**config.mk**
```make
export PLATFORM = sky130hd
export DESIGN_NAME = pc_fetch_unit
export DESIGN_NICKNAME = d
export VERILOG_FILES = /design/src/rtl/pc_fetch_unit.sv
export SDC_FILE = /design/constraint.sdc
export NUM_CORES = 1
export LEC_CHECK = 0
export ABC_AREA = 0
export BUFFER_PORTS_ARGS = -buffer_cell sky130_fd_sc_hd__buf_2
export CAP_MARGIN = 20
export CORE_UTILIZATION = 35
export DETAILED_ROUTE_END_ITERATION = 8
export GPL_ROUTABILITY_DRIVEN = 0
export MAX_ROUTING_LAYER = met4
export PLACE_DENSITY = 0.66
export SLEW_MARGIN = 0
export SYNTH_ARGS = -nofsm -noshare
export SYNTH_HDL_FRONTEND = slang
export SYNTH_SLANG_ARGS = --single-unit
```
**constraint.sdc**
```tcl
create_clock -name clk -period 4.8 [get_ports clk]
set_input_delay 0 -clock clk [delete_from_list [all_inputs] [get_ports clk]]
set_output_delay 0 -clock clk [all_outputs]
set_load 0.05 [all_outputs]
```
**src/rtl/pc_fetch_unit.sv**
```systemverilog
// Instruction-fetch / next-PC stage: two-state FETCH/EXEC sequencer holding
// the program counter, the fetched instruction and the retired-instruction
// counter. Branch/jump resolution from execute picks the next PC; misaligned
// taken targets are redirected to the trap vector with a one-cycle pulse.
module pc_fetch_unit #(
  parameter logic [31:0] RESET_PC = 32'h0040_0000,
  parameter logic [31:0] TRAP_VEC = 32'h0040_1000
) (
  input  logic        clk,
  input  logic        reset,
  output logic        imem_req,
  output logic [31:0] imem_addr,
  input  logic        imem_ack,
  input  logic [31:0] imem_rdata,
  output logic [31:0] instr,
  output logic [31:0] pc,
  output logic [31:0] pc_plus4,
  output logic        instr_valid,
  input  logic        instr_done,
  input  logic        beq_in,
  input  logic        bne_in,
  input  logic        blt_in,
  input  logic        bge_in,
  input  logic        jal_in,
  input  logic        jalr_in,
  input  logic [31:0] rs1_data,
  input  logic [31:0] rs2_data,
  input  logic [31:0] imm,
  output logic        misalign,
  output logic [31:0] instret
);

  localparam logic [31:0] NOP = 32'h0000_0013;

  typedef enum logic {
    FETCH = 1'b0,
    EXEC  = 1'b1
  } state_t;

  state_t      state_r;
  logic [31:0] jalr_sum_s;
  logic [31:0] target_s;
  logic        taken_s;
  logic        misalign_s;
  logic [31:0] next_pc_s;

  // Memory request is asserted for the whole FETCH state and always targets pc.
  assign imem_req   = (state_r == FETCH);
  assign imem_addr  = pc;
  assign pc_plus4   = pc + 32'd4;
  assign jalr_sum_s = rs1_data + imm;

  // Priority-ordered control-transfer resolution: only the highest strobe counts.
  always_comb begin
    target_s = pc + imm;
    taken_s  = 1'b0;
    if (jalr_in) begin
      target_s = jalr_sum_s & ~32'h0000_0001;
      taken_s  = 1'b1;
    end else if (jal_in) begin
      taken_s = 1'b1;
    end else if (beq_in) begin
      taken_s = (rs1_data == rs2_data);
    end else if (bne_in) begin
      taken_s = (rs1_data != rs2_data);
    end else if (blt_in) begin
      taken_s = ($signed(rs1_data) < $signed(rs2_data));
    end else if (bge_in) begin
      taken_s = ($signed(rs1_data) >= $signed(rs2_data));
    end else begin
      taken_s = 1'b0;
    end
  end

  // Next-PC mux: a taken target with low bits set goes to the trap vector.
  always_comb begin
    misalign_s = taken_s && (target_s[1:0] != 2'b00);
    if (misalign_s) begin
      next_pc_s = TRAP_VEC;
    end else if (taken_s) begin
      next_pc_s = target_s;
    end else begin
      next_pc_s = pc_plus4;
    end
  end

  // Fetch/execute sequencer with all architectural state and registered outputs.
  always_ff @(posedge clk) begin
    if (!reset) begin
      state_r     <= FETCH;
      pc          <= RESET_PC;
      instr       <= NOP;
      instr_valid <= 1'b0;
      misalign    <= 1'b0;
      instret     <= 32'd0;
    end else begin
      misalign <= 1'b0;
      case (state_r)
        FETCH: begin
          if (imem_ack) begin
            instr       <= imem_rdata;
            instr_valid <= 1'b1;
            state_r     <= EXEC;
          end
        end
        EXEC: begin
          if (instr_done) begin
            pc          <= next_pc_s;
            instr_valid <= 1'b0;
            instret     <= instret + 32'd1;
            misalign    <= misalign_s;
            state_r     <= FETCH;
          end
        end
        default: begin
          state_r     <= FETCH;
          instr_valid <= 1'b0;
        end
      endcase
    end
  end

endmodule
```
* Yosys cells after proc, flatten, opt, wreduce, memory -nomap -nowiden *
Index checks and enable logic that the tools add are counted.

cells by class
  mux-type cells = 15
  eq/ne operators = 4
  bitwise operators = 1
  reductions and logical operators = 6
  shift operators = 0
  divide/modulo/power cells = 0
  multiply operators = 0
  magnitude comparators = 2
  $add $sub $neg = 4

operators by type and width
  cell                     number
  $mux W32                 3
  $add A32 B32 Y32         2
  $add A32 B1 Y32 const B  1
  $add A32 B3 Y32 const B  1
  $eq A32 B32 Y1           1
  $ge A32 B32 Y1           1
  $lt A32 B32 Y1           1
  $ne A32 B32 Y1           1
  $mux W1                  10
  $reduce_and A2 Y1        3
  $pmux W1 S2              2
  $reduce_and A3 Y1        1
  $ne A2 B1 Y1 const B     1
  $ne A2 B2 Y1 const B     1
  $reduce_bool A2 Y1       1
  $logic_and A1 B1 Y1      1
  $not A1 Y1               1

word-level totals
  register bits after elaboration = 99
  RAM bits = 0
  bits of input ports = 138
  memories = 0
  bits in latches = 0
  memory bits (read-only) = 0
  output and inout bits = 163
  logic and storage cells = 38

* Depth between registers and ports, before layout *
  depth in word-level cells = 9
  gate-level depth with buffers = 13
  gate-level depth less buffers = 11

* Least setup slack after synthesis *
Ideal clock, no wire load.

  path type = register to register
  from = reg pc[2], in the netlist imem_addr[2]
  to = reg pc[28], in the netlist imem_addr[28]
  period minus slack after synthesis = 3.577 ns
  required time = 4.712 ns
  setup time = 0.088 ns
  buffers on the path = 1
  arrival time = 3.489 ns
  cell stages (with the launch flop) = 12
  path slack = 1.223 ns
  cell sequence = dfxtp_1 > ha_1 > nand3_1 > nor3_1 > nand4_1 > or2_2 > clkbuf_1 > nor2_1 > xor2_1 > nand2_1 > a2bb2oi_1 > o32ai_2

between the ends
  elaborated cells between the ends (all ways) = 5
  those cells by class = 2 x add/sub; 3 x mux

RTL lines
  element                 line  source
  from (decl)             16    output logic [31:0] pc,
  from (signal assigned)  108   pc <= next_pc_s;
  $add A32 B3 Y32         50    assign pc_plus4 = pc + 32'd4;
  net pc_plus4[28]        17    output logic [31:0] pc_plus4,
  $mux W32                80    end else if (taken_s) begin
  $mux W32                78    if (misalign_s) begin

The timed path passes the listed nets, and every way through them passes these cells.
A chain may end at the register's enable or synchronous reset.

* Worst setup path in the final report *
  from = reg pc[2], in the netlist imem_addr[2]
  to = reg pc[29], in the netlist imem_addr[29]

between the ends
  longest elaborated chain between the ends = 4
  elaborated cells between the ends (all ways) = 5
  those cells by class = 2 x add/sub; 3 x mux

RTL lines
  element           line  source
  $add A32 B32 Y32  55    target_s = pc + imm;
  $mux W32          57    if (jalr_in) begin
  $mux W32 *        80
  $mux W32 *        78

Every way passes the cells marked *; elsewhere a longest branch is shown, timed or not.

==> flow_summary.ini <==
[outcome]
status = finished clean

[drt]
routed_wl_um = 32550
wl_per_cell_um = 17.85
num_vias = 10030
ant_nets = 0
route.detailed.drc = 0
dr.pass1.iters = 6
vias_per_cell = 5.504
dr.first_iter.drc_count = 791

[global_route]
first_global_vias = 9161
antenna_found_initial = 0
grt.total_usage_pct = 23.79
grt-ovfl-total = 0
grt_start_max_net_pins = 64
grt_pass1_wl_um = 48890

[sta]
min_period_ns = 3.799
fmax_mhz = 263.3
tightest_slew_ns = 1.074
finalWorstSetupSlack_ns = 1.001
hold_viol_final = 0
final.setup.tns_ns = 0
rsz0062_at_grt = no
finalSetupViolCount = 0
clock_skew_ns = 0.01592
maxSlewHeadroom_pct = 28.25
layout_worst_path_cycle_share_pct = 79.14
drv_slew = 0

[synthesis]
synth-async-reset-ratio_pct = 0
synth_seq_area_share_pct = 21.35
synth_edf_count = 0
yosys.area.top_type = dfxtp_1
synthCells = 1207
syn-num-nets = 1442
synth_area_leaders = dfxtp_1, ha_1, nand2_1
syn_avg_cell_area_um2 = 7.691
synthFlopType = dfxtp_1
ys_types = 91
netlist_area_um2 = 9283
synth_top_cell_area_share_pct = 21.35
ys_ff_latch = 99
yosys_warnings = 0

[floorplan]
die_h_um = 164.9
row_count = 59
start_util_pct = 35.62
die_area_um2 = 27180
num_io_pins = 301
core_area_um2 = 26060
die_x_um = 164.9

[layout]
syn2layout_area_growth_pct = 23.59
final_nets = 1718
drive_above_1_share_pct = 24.40
final_area_um2 = 11470
final_cells = 1823
num_antenna_cells = 0

[power_and_ir_drop]
power_density_nw_per_um2 = 229.0
ir_drop_v = 0.0001778
p_comb_share_pct = 37.1
finalPower_mw = 2.627
power_frac_seq_pct = 33.8
p_leak_nw = 5.589
intPower_mw = 1.576
power.switching_mw = 1.052
p_sw_share_pct = 40.02
pwr-share-clk_pct = 29.2

[worst_setup_path]
crit-reg2reg-launch = imem_addr[2]
reg2reg_depth = 10
crit_path_end_kind = flip-flop
rrSetupSlack_ns = 1.00
worstSetupPathType = reg2reg
startpoint_type = flip-flop
crit_fanout = 9
worstPathRequired_ns = 5.05
r2r_end = imem_addr[29]
worstPathArrival_ns = 4.05

[min_path]
hold_start = reset
hold_end = instr[0]
hp-class = in2reg
whs_path_depth = 2

[clock_network]
htree_levels = 3
cts_buffers = 9
clkLatencyLatePin_ns = 0.36
clkTransAtPathRegs_ns = 0.09
clk_path_buf_depth = 2
post_cts_buffers = 0
cts_sinks = 99
cts_root_buf = clkbuf_16
cts.repair.resized = 0
cts_tree = done
cts_hold_buf = 35

[placed_design]
port_buffers = 300
post-dp-hpwl_um = 25500
dp.cells = 1772
preCtsSetupSlack_ns = 1.144
dpl-instance-area_um2 = 10800

[run]
cap_violations = 0
worst max-delay path, cell delays in order (launching register included):
cell	delay [ns]
dfxtp_1	0.59
ha_1	0.35
o21ai_0	0.27
o21ai_0	0.29
a311oi_1	0.75
o31a_1	0.25
a21oi_1	0.09
o311a_1	0.36
o41ai_1	0.34
xnor2_1	0.14
o2111a_1	0.25
state kept, by name, summed over array words and instances (netlist names):
register / count
misalign: 1
instret: 32
instr: 32
imem_addr: 32
state_r: 1
instr_valid: 1
cells in the mapped netlist, types with 4 or more instances:
master / n
xor2_1: 51
ha_1: 95
nor4_1: 4
o21ai_0: 54
a211oi_2: 5
or4_1: 4
inv_1: 58
nand4_1: 29
and4_1: 8
o31ai_2: 4
a32oi_1: 4
a21boi_0: 7
and3_1: 18
a21o_1: 32
and2_1: 11
buf_6: 4
xnor2_1: 43
or3_1: 10
clkbuf_1: 33
nand3_1: 51
nor3_1: 22
nand2_1: 144
o31ai_1: 14
nand2b_1: 10
o21a_1: 11
a22o_1: 4
a211o_1: 4
a211oi_1: 20
a31oi_1: 10
a21oi_1: 97
mux2i_1: 5
dfxtp_1: 99
or2_2: 4
nor2b_1: 11
nor2_1: 88
a31o_2: 6
nand3b_1: 4
o211ai_1: 6
buf_4: 34
per-layer routing:
metal | part of all wire [%] | GRT usage [%]
met1 | 45 | 31.17
met2 | 46 | 37.61
met3 | 6.0 | 2.737
met4 | 3.0 | 8.424
met5 | 0 | -
power groups by stage:
stage                     Sequential [mW]  Clock [mW]  Combinational, mW
after floorplan                     0.993           0              0.591
after global placement              0.904           0              0.929
after detailed placement            0.905           0              0.936
after CTS                           0.886       0.782              0.964
after global routing                0.891       0.812               1.06
final                               0.887       0.767              0.974
worst max path at each step:
| stage | start | endpoint | slack (ns) | cells after the start |
|---|---|---|---|---|
| 2_1_floorplan | imem_addr[2] | imem_addr[28] | 1.22 | 11 |
| 3_3_place_gp | imem_addr[2] | imem_addr[29] | 1.08 | 10 |
| 3_5_place_dp | imem_addr[2] | imem_addr[29] | 1.14 | 10 |
| 4_1_cts | imem_addr[2] | imem_addr[29] | 1.10 | 10 |
| 5_1_grt | imem_addr[2] | imem_addr[29] | 0.71 | 10 |
| 6_report | imem_addr[2] | imem_addr[29] | 1.00 | 10 |
cells in the final DEF, fill, tap and decap left out, drive strengths merged, types with 5 or more instances in the layout:
cell type and instances:
nand4 29, buf 305, or3 10, mux2i 5
o211ai 6, a211oi 25, dfxtp 99, xor2 51
nor4 6, and3 19, nor3 23, nor2b 11
a31o 6, o31ai 19, nand2b 10, and4 8
nor2 90, dlygate4sd3 35, clkinv 5, and2 11
o21ai 57, nand3 52, clkbuf 9, ha 95
a21boi 7, a21o 32, a31oi 10, xnor2 43
nand2 145, inv 62, o21a 11, a21oi 97
logic make-up (layout without fill, tap and decap cells):
| kind of cell | Yosys count | in the layout | share of synthesized area, % |
|---|---|---|---|
| fa+ha+maj | 97 | 97 | 13.24 |
| buf+inv | 135 | 416 | 7.198 |
| xor+xnor | 94 | 94 | 8.869 |
| mux | 7 | 7 | 0.8222 |
| compound gates | 342 | 342 | 25.72 |
| flops | 99 | 99 | 21.35 |
| simple gates | 433 | 433 | 22.81 |
area by class of cell:
class	count	area [µm²]
Fill cell	2679	14590
Multi-Input combinational cell	973	6638
Sequential cell	99	1982
Timing Repair Buffer	340	1889
Tap cell	335	419.2
Clock buffer	9	225.2
Inverter	60	225.2
Clock inverter	7	93.84
metrics by stage:
step	utilization, %	hold slack (ns)
2_1_floorplan	-	0.1102
3_3_place_gp	41.46	0.2096
3_5_place_dp	41.46	0.2158
4_1_cts	44.02	0.006661
5_1_grt	44.02	0.01711
6_report	44.02	0.03308
Note: power is estimated with default switching activity, not from simulation.
